### config.mk
export PLATFORM = sky130hd
export DESIGN_NAME = bcd_mes_loader
export DESIGN_NICKNAME = d
export VERILOG_FILES = /design/src/rtl/bcd_mes_loader.sv
export SDC_FILE = /design/constraint.sdc
export NUM_CORES = 1
export LEC_CHECK = 0
export CORE_ASPECT_RATIO = 0.7
export CORE_MARGIN = 3
export CORE_UTILIZATION = 25
export CTS_CLUSTER_SIZE = 24
export DETAILED_ROUTE_END_ITERATION = 10
export PLACE_DENSITY = 0.47
export SKIP_CTS_REPAIR_TIMING = 1
export SLEW_MARGIN = 25
export SYNTH_ARGS = -nofsm -noshare
export SYNTH_HDL_FRONTEND = slang
export SYNTH_SLANG_ARGS = --single-unit
export TNS_END_PERCENT = 30
### constraint.sdc
create_clock -name clk -period 2.2 [get_ports clk]
set_clock_uncertainty 0.15 [all_clocks]
set_input_delay 0.66 -clock clk [delete_from_list [all_inputs] [get_ports clk]]
set_output_delay 0.66 -clock clk [all_outputs]
set_load 0.01 [all_outputs]
### src/rtl/bcd_mes_loader.sv
//------------------------------------------------------------------------------
// Module   : bcd_mes_loader
// Brief    : Packed-BCD month to binary index converter (reverse double-dabble).
// Revision : 1.0
//------------------------------------------------------------------------------
`default_nettype none

module bcd_mes_loader #(
  parameter int MIN_VAL = 1,
  parameter int MAX_VAL = 12,
  parameter int N       = 4
) (
  input  logic         clk,
  input  logic         reset,
  input  logic         start,
  input  logic [7:0]   bcd_in,
  output logic         busy,
  output logic         done,
  output logic         err,
  output logic [N-1:0] q_out,
  output logic [6:0]   value_out
);

  typedef enum logic [1:0] {
    S_IDLE  = 2'd0,
    S_CHECK = 2'd1,
    S_SHIFT = 2'd2,
    S_RANGE = 2'd3
  } state_t;

  state_t         state_q, state_d;
  logic [14:0]    sr_q, sr_d;
  logic [2:0]     cnt_q, cnt_d;
  logic           done_q, done_d;
  logic           err_q, err_d;
  logic [N-1:0]   idx_q, idx_d;
  logic [6:0]     val_q, val_d;

  logic [14:0]    w_shift;
  logic [3:0]     w_tens_c;
  logic [3:0]     w_units_c;
  logic [6:0]     w_v;
  logic           w_in_range;

  // Each digit is corrected on its own 4 bits; no borrow crosses digits.
  assign w_shift    = sr_q >> 1;
  assign w_tens_c   = (w_shift[14:11] >= 4'd8) ? (w_shift[14:11] - 4'd3) : w_shift[14:11];
  assign w_units_c  = (w_shift[10:7]  >= 4'd8) ? (w_shift[10:7]  - 4'd3) : w_shift[10:7];
  assign w_v        = sr_q[6:0];
  assign w_in_range = (w_v >= 7'(MIN_VAL)) && (w_v <= 7'(MAX_VAL));

  always_comb begin
    state_d = state_q;
    sr_d    = sr_q;
    cnt_d   = cnt_q;
    done_d  = 1'b0;
    err_d   = 1'b0;
    idx_d   = idx_q;
    val_d   = val_q;
    case (state_q)
      S_IDLE: begin
        if (start) begin
          sr_d    = {bcd_in, 7'd0};
          cnt_d   = 3'd0;
          state_d = S_CHECK;
        end
      end
      S_CHECK: begin
        if ((sr_q[14:11] > 4'd9) || (sr_q[10:7] > 4'd9)) begin
          err_d   = 1'b1;
          state_d = S_IDLE;
        end else begin
          state_d = S_SHIFT;
        end
      end
      S_SHIFT: begin
        sr_d  = {w_tens_c, w_units_c, w_shift[6:0]};
        cnt_d = cnt_q + 3'd1;
        if (cnt_q == 3'd6) begin
          state_d = S_RANGE;
        end
      end
      S_RANGE: begin
        if (w_in_range) begin
          val_d  = w_v;
          idx_d  = N'(w_v - 7'(MIN_VAL));
          done_d = 1'b1;
        end else begin
          err_d  = 1'b1;
        end
        state_d = S_IDLE;
      end
      default: state_d = S_IDLE;
    endcase
  end

  always_ff @(posedge clk) begin
    if (reset) begin
      state_q <= S_IDLE;
      sr_q    <= 15'd0;
      cnt_q   <= 3'd0;
      done_q  <= 1'b0;
      err_q   <= 1'b0;
      idx_q   <= '0;
      val_q   <= 7'(MIN_VAL);
    end else begin
      state_q <= state_d;
      sr_q    <= sr_d;
      cnt_q   <= cnt_d;
      done_q  <= done_d;
      err_q   <= err_d;
      idx_q   <= idx_d;
      val_q   <= val_d;
    end
  end

  assign busy      = (state_q != S_IDLE);
  assign done      = done_q;
  assign err       = err_q;
  assign q_out     = idx_q;
  assign value_out = val_q;

endmodule

`default_nettype wire

=== After elaboration in Yosys (flattened, before gate mapping) ===
Index checks and enable logic that the tools add are counted.

* Add/sub/neg operators: 4
* $lt $le $gt $ge: 6
* Eq/ne operators: 6
* Muxes and demuxes: 14
* Bitwise operators: 1
* Reduce and logical (&&, ||, !) cells: 9

{| class="wikitable"
|+ Operator list
! cell !! count
|-
| $pmux W15 S2 || 1
|-
| $mux W15 || 1
|-
| $gt A4 B4 Y1 const B || 2
|-
| $mux W4 || 2
|-
| $pmux W2 S4 || 1
|-
| $ge A7 B1 Y1 const B || 1
|-
| $le A7 B4 Y1 const B || 1
|-
| $mux W2 || 3
|-
| $pmux W3 S2 || 1
|-
| $reduce_and A2 Y1 || 3
|-
| $eq A2 B2 Y1 const B || 2
|-
| $ge A3 B4 Y1 const B || 1
|-
| $ge A4 B4 Y1 const B || 1
|-
| $ne A2 B2 Y1 const B || 2
|-
| $reduce_bool A2 Y1 || 2
|-
| $sub A3 B2 Y4 const B || 1
|-
| $sub A4 B1 Y4 const B || 1
|-
| $sub A4 B2 Y4 const B || 1
|-
| $add A3 B1 Y3 const B || 1
|-
| $eq A3 B3 Y1 const B || 1
|-
| $mux W1 || 3
|-
| $mux W3 || 1
|-
| $eq A2 B1 Y1 const B || 1
|-
| $logic_not A2 Y1 || 1
|-
| 5 further kinds || 5
|}

* Flip-flop bits (word level): 33
* Input bits: 11
* Output and inout bits: 14
* Word-level logic and storage cells: 47

=== Depth between registers and ports, before layout ===
* Depth after elaboration: 4
* Mapped depth: 7
* Gate-level depth less buffers: 6

=== Worst setup path after synthesis ===
No wires, ideal clock.

* Kind: input to register
* From: in start
* To: reg sr_q[6]
* Arrival: 1.453 ns
* Required time: 1.922 ns
* Path slack: 0.469 ns
* Stages: 6
* Buffers on the path: 2
* Path through: nor2_1 -> or2_2 -> clkbuf_1 -> buf_2 -> a22oi_1 -> nor2_1

* Word-level cells in the longest chain between the ends: 2

{| class="wikitable"
|+ Ends and longest elaborated chain
! what !! RTL line !! text
|-
| from (decl) || 15 || <nowiki>input logic start,</nowiki>
|-
| $ne A2 B2 Y1 (no source line) || - ||
|-
| $reduce_and A2 Y1 (no source line) || - ||
|-
| to (signal assigned) || 108 || <nowiki>sr_q <= sr_d;</nowiki>
|-
| to (decl) || 32 || <nowiki>logic [14:0] sr_q, sr_d;</nowiki>
|}

Every way passes these cells.
A chain may end at the register's enable or synchronous reset.

=== Worst setup path in the final report ===
* From: reg idx_q[3] (netlist: q_out[3])
* To: out q_out[3]

{| class="wikitable"
|+ RTL lines
! what !! RTL line !! text
|-
| from (decl) || 36 || <nowiki>logic [N-1:0] idx_q, idx_d;</nowiki>
|-
| from (signal assigned) || 112 || <nowiki>idx_q <= idx_d;</nowiki>
|-
| to (decl) || 20 || <nowiki>output logic [N-1:0] q_out,</nowiki>
|}

No word-level cell between the ends.

==> results.sh <==
export IMPL_die_h_um=70.9
export IMPL_nNetsFinal=214
export IMPL_ant_nets=0
export IMPL_period_needed_ps=2000
export IMPL_rows=22
export IMPL_dp_hpwl_um=2370
export IMPL_ys_seq_area_frac=0.439
export IMPL_clock_power_share=0.344
export IMPL_setup_viol=0
export IMPL_synthXorXnorAreaFrac=0.0175
export IMPL_synth_edff_count=0
export IMPL_synthFlopType="dfxtp_1"
export IMPL_clkLatencyLatePin_ps=280
export IMPL_async_reset_ff_frac=0
export IMPL_relSlewSlack=0.664
export IMPL_synth_most_common_cell="dfxtp_1"
export IMPL_vdd_drop_max_uv=274
export IMPL_diodes=0
export IMPL_cp_max_fo=3
export IMPL_critical_path_top_delay_family="buffers and inverters"
export IMPL_dp_cells=261
export IMPL_overflow=0
export IMPL_drtIter0Drc=70
export IMPL_max_cap_violations=0
export IMPL_reg2reg_slack_ps=380
export IMPL_syn_cell_area_um2=1500
export IMPL_hold_end="value_out[6]$_SDFFE_PP0P_"
export IMPL_gp_congestion=0.765
export IMPL_io_buffer_count=24
export IMPL_synthAdderAreaFrac=0.0582
export IMPL_grt_pass1_wl_um=5890
export IMPL_start_util=0.272
export IMPL_yosys_register_bits=33
export IMPL_grt_pass1_vias=1203
export IMPL_synthTopCellsByCount="33 x dfxtp_1, 28 x nor2_1, 12 x a21oi_1, 11 x nand2_1"
export IMPL_placed_area_um2=1840
export IMPL_drive_above_1_share=0.102
export IMPL_p_switching_mw=0.341
export IMPL_synth_largest_area_cell="dfxtp_1"
export IMPL_synth_simple_gate_area_frac=0.244
export IMPL_outcome="complete, no violations"
export IMPL_yosys_mux_area_fraction=0
export IMPL_place_ws_ps=-9.22
export IMPL_coreArea_um2=5530
export IMPL_cpPeakStageDelay_ps=550
export IMPL_ioPinCount=25
export IMPL_final_cells=269
export IMPL_pwr_share_seq=0.506
export IMPL_die_area_um2=7000
export IMPL_synth_top_family_by_area="simple AND/OR/NAND/NOR gates"
export IMPL_rsz0062_at_grt="no"
export IMPL_antenna_found_initial=0
export IMPL_tightest_slew_ps=502
export IMPL_wl_um=3410
export IMPL_final_cell_area_um2=1920
export IMPL_avgSynthCellArea_um2=8.85
export IMPL_cts_path_max_buffers=2
export IMPL_hp_class="flip-flop to flip-flop"
export IMPL_die_w_um=98.7
export IMPL_syn2layout_area_growth_pct=27.9
export IMPL_hold_depth=1
export IMPL_wl_per_cell_um=12.7
export IMPL_crit_slowest_cell="clkdlybuf4s50_1"
export IMPL_root_buffer="clkbuf_8"
export IMPL_path_cells="clkdlybuf4s50_1"
export IMPL_final_hold_violation_count=0
export IMPL_grt_max_degree=35
export IMPL_p_leak_nw=0.721
export IMPL_p_per_area_nw_per_um2=661
export IMPL_arrival_ps=1190
export IMPL_ctsHtreeMaxLevel=2
export IMPL_r2r_end="q_out[0]$_SDFFE_PP0P_"
export IMPL_synth_compound_area_frac=0.188
export IMPL_syn_inst=170
export IMPL_max_freq_mhz=501
export IMPL_yosys_area_top_type_share=0.439
export IMPL_setup_slack_ps=204
export IMPL_crit_buf_inv=1
export IMPL_vias_per_cell=4.64
export IMPL_p_int_mw=0.930
export IMPL_cts_tree="built"
export IMPL_cts_buffers=5
export IMPL_start_kind="flip-flop"
export IMPL_drc=0
export IMPL_crit_type="flip-flop to primary output"
export IMPL_fill_cells=573
export IMPL_synthDistinctLibCells=37
export IMPL_vias=1248
export IMPL_synthTopCellsByArea="dfxtp_1 44%, nor2_1 7.0%, ha_1 5.8%"
export IMPL_cts_sinks=33
export IMPL_syn_num_nets=188
export IMPL_firstDrtPassIters=4
export IMPL_timing_final_crit_share=0.907
export IMPL_p_comb_frac=0.151
export IMPL_hold_slack_ps=327
export IMPL_grt_usage=0.105
export IMPL_worst_ep_required_time_ps=1390
export IMPL_path_clk_slew_ps=70
export IMPL_yosys_warnings=0
export IMPL_finalSetupTns_ps=0
export IMPL_crit_start="q_out[3]$_SDFFE_PP0P_"
export IMPL_slew_violations=0
export IMPL_r2r_cells=5
export IMPL_switching_share=0.268
export IMPL_cp_end_kind="primary output"
export IMPL_min_from="value_out[6]$_SDFFE_PP0P_"
state kept, by name, indices dropped and copies added, names as in the netlist, named ones only:
| register | flops |
|---|---|
| cnt_q | 3 |
| value_out | 7 |
| done | 1 |
| err | 1 |
| sr_q | 15 |
| state_q | 1 |
| q_out | 4 |
final cells by class:
class | instances | area, um^2 | area share
inverters | 7 | 26.3 | 0.0137
clock inverters | 2 | 10.0 | 0.00520
repair buffers | 30 | 300 | 0.156
multi-input cells | 119 | 763 | 0.397
clock buffers | 6 | 72.6 | 0.0377
flip-flops and latches | 33 | 661 | 0.344
well taps | 72 | 90.1 | 0.0468
cell families (layout without fill, tap and decap cells):
| family | count (synthesis) | count (layout) |
|---|---|---|
| XOR/XNOR | 3 | 3 |
| AO/OA/AOI/OAI | 43 | 43 |
| adder cells (fa/ha/maj) | 7 | 7 |
| buffers and inverters | 18 | 45 |
| AND/OR/NAND/NOR | 66 | 66 |
| flip-flops | 33 | 33 |
power by group through the flow:
stage / Combinational (mW) / Sequential (mW) / Clock (mW)
floorplan: 0.129 / 0.652 / 0
global placement: 0.195 / 0.657 / 0
detailed placement: 0.196 / 0.656 / 0
CTS: 0.197 / 0.642 / 0.458
global route: 0.219 / 0.647 / 0.489
finish: 0.191 / 0.643 / 0.437
cells in the final DEF (no fill, tap or decap), types with 2 or more instances in the layout:
master / synthesis / final
a211oi_1: 3 / 3
a21oi_1: 12 / 12
a22oi_1: 8 / 8
a2bb2oi_1: 2 / 2
a311oi_1: 3 / 3
and3_1: 3 / 3
buf_4: 0 / 5
clkbuf_8: 0 / 5
clkdlybuf4s50_1: 0 / 23
clkinv_2: 0 / 2
dfxtp_1: 33 / 33
ha_1: 7 / 7
inv_1: 7 / 7
nand2_1: 11 / 11
nand2b_1: 2 / 2
nand3b_1: 2 / 2
nor2_1: 28 / 28
nor3_1: 6 / 6
nor3b_1: 3 / 3
o21ai_0: 8 / 8
or2_2: 2 / 2
or3_1: 2 / 2
xnor2_1: 3 / 3
per-stage QoR:
stage / total power, mW / utilization
detailed placement: 0.852 / 0.332
floorplan: 0.781 / -
finish: 1.27 / 0.348
global placement: 0.852 / 0.332
CTS: 1.30 / 0.347
global route: 1.35 / 0.348
per-layer routing:
metal	GRT usage	share of wire	vias to the layer above
met5	0	0	-
met2	0.145	0.39	25
met4	0.0318	0.0094	0
met3	0.0394	0.051	4
li1	-	-	651
met1	0.151	0.55	568
worst max-delay path by stage:
stage,end,depth (start not counted)
after floorplan,sr_q[6]$_SDFFE_PP0P_,6
after detailed placement,sr_q[8]$_SDFFE_PP0P_,5
after CTS,busy,2
final,q_out[3],1
after global routing,q_out[3],1
after global placement,sr_q[8]$_SDFFE_PP0P_,5
Power figures use the tool's default switching activity.
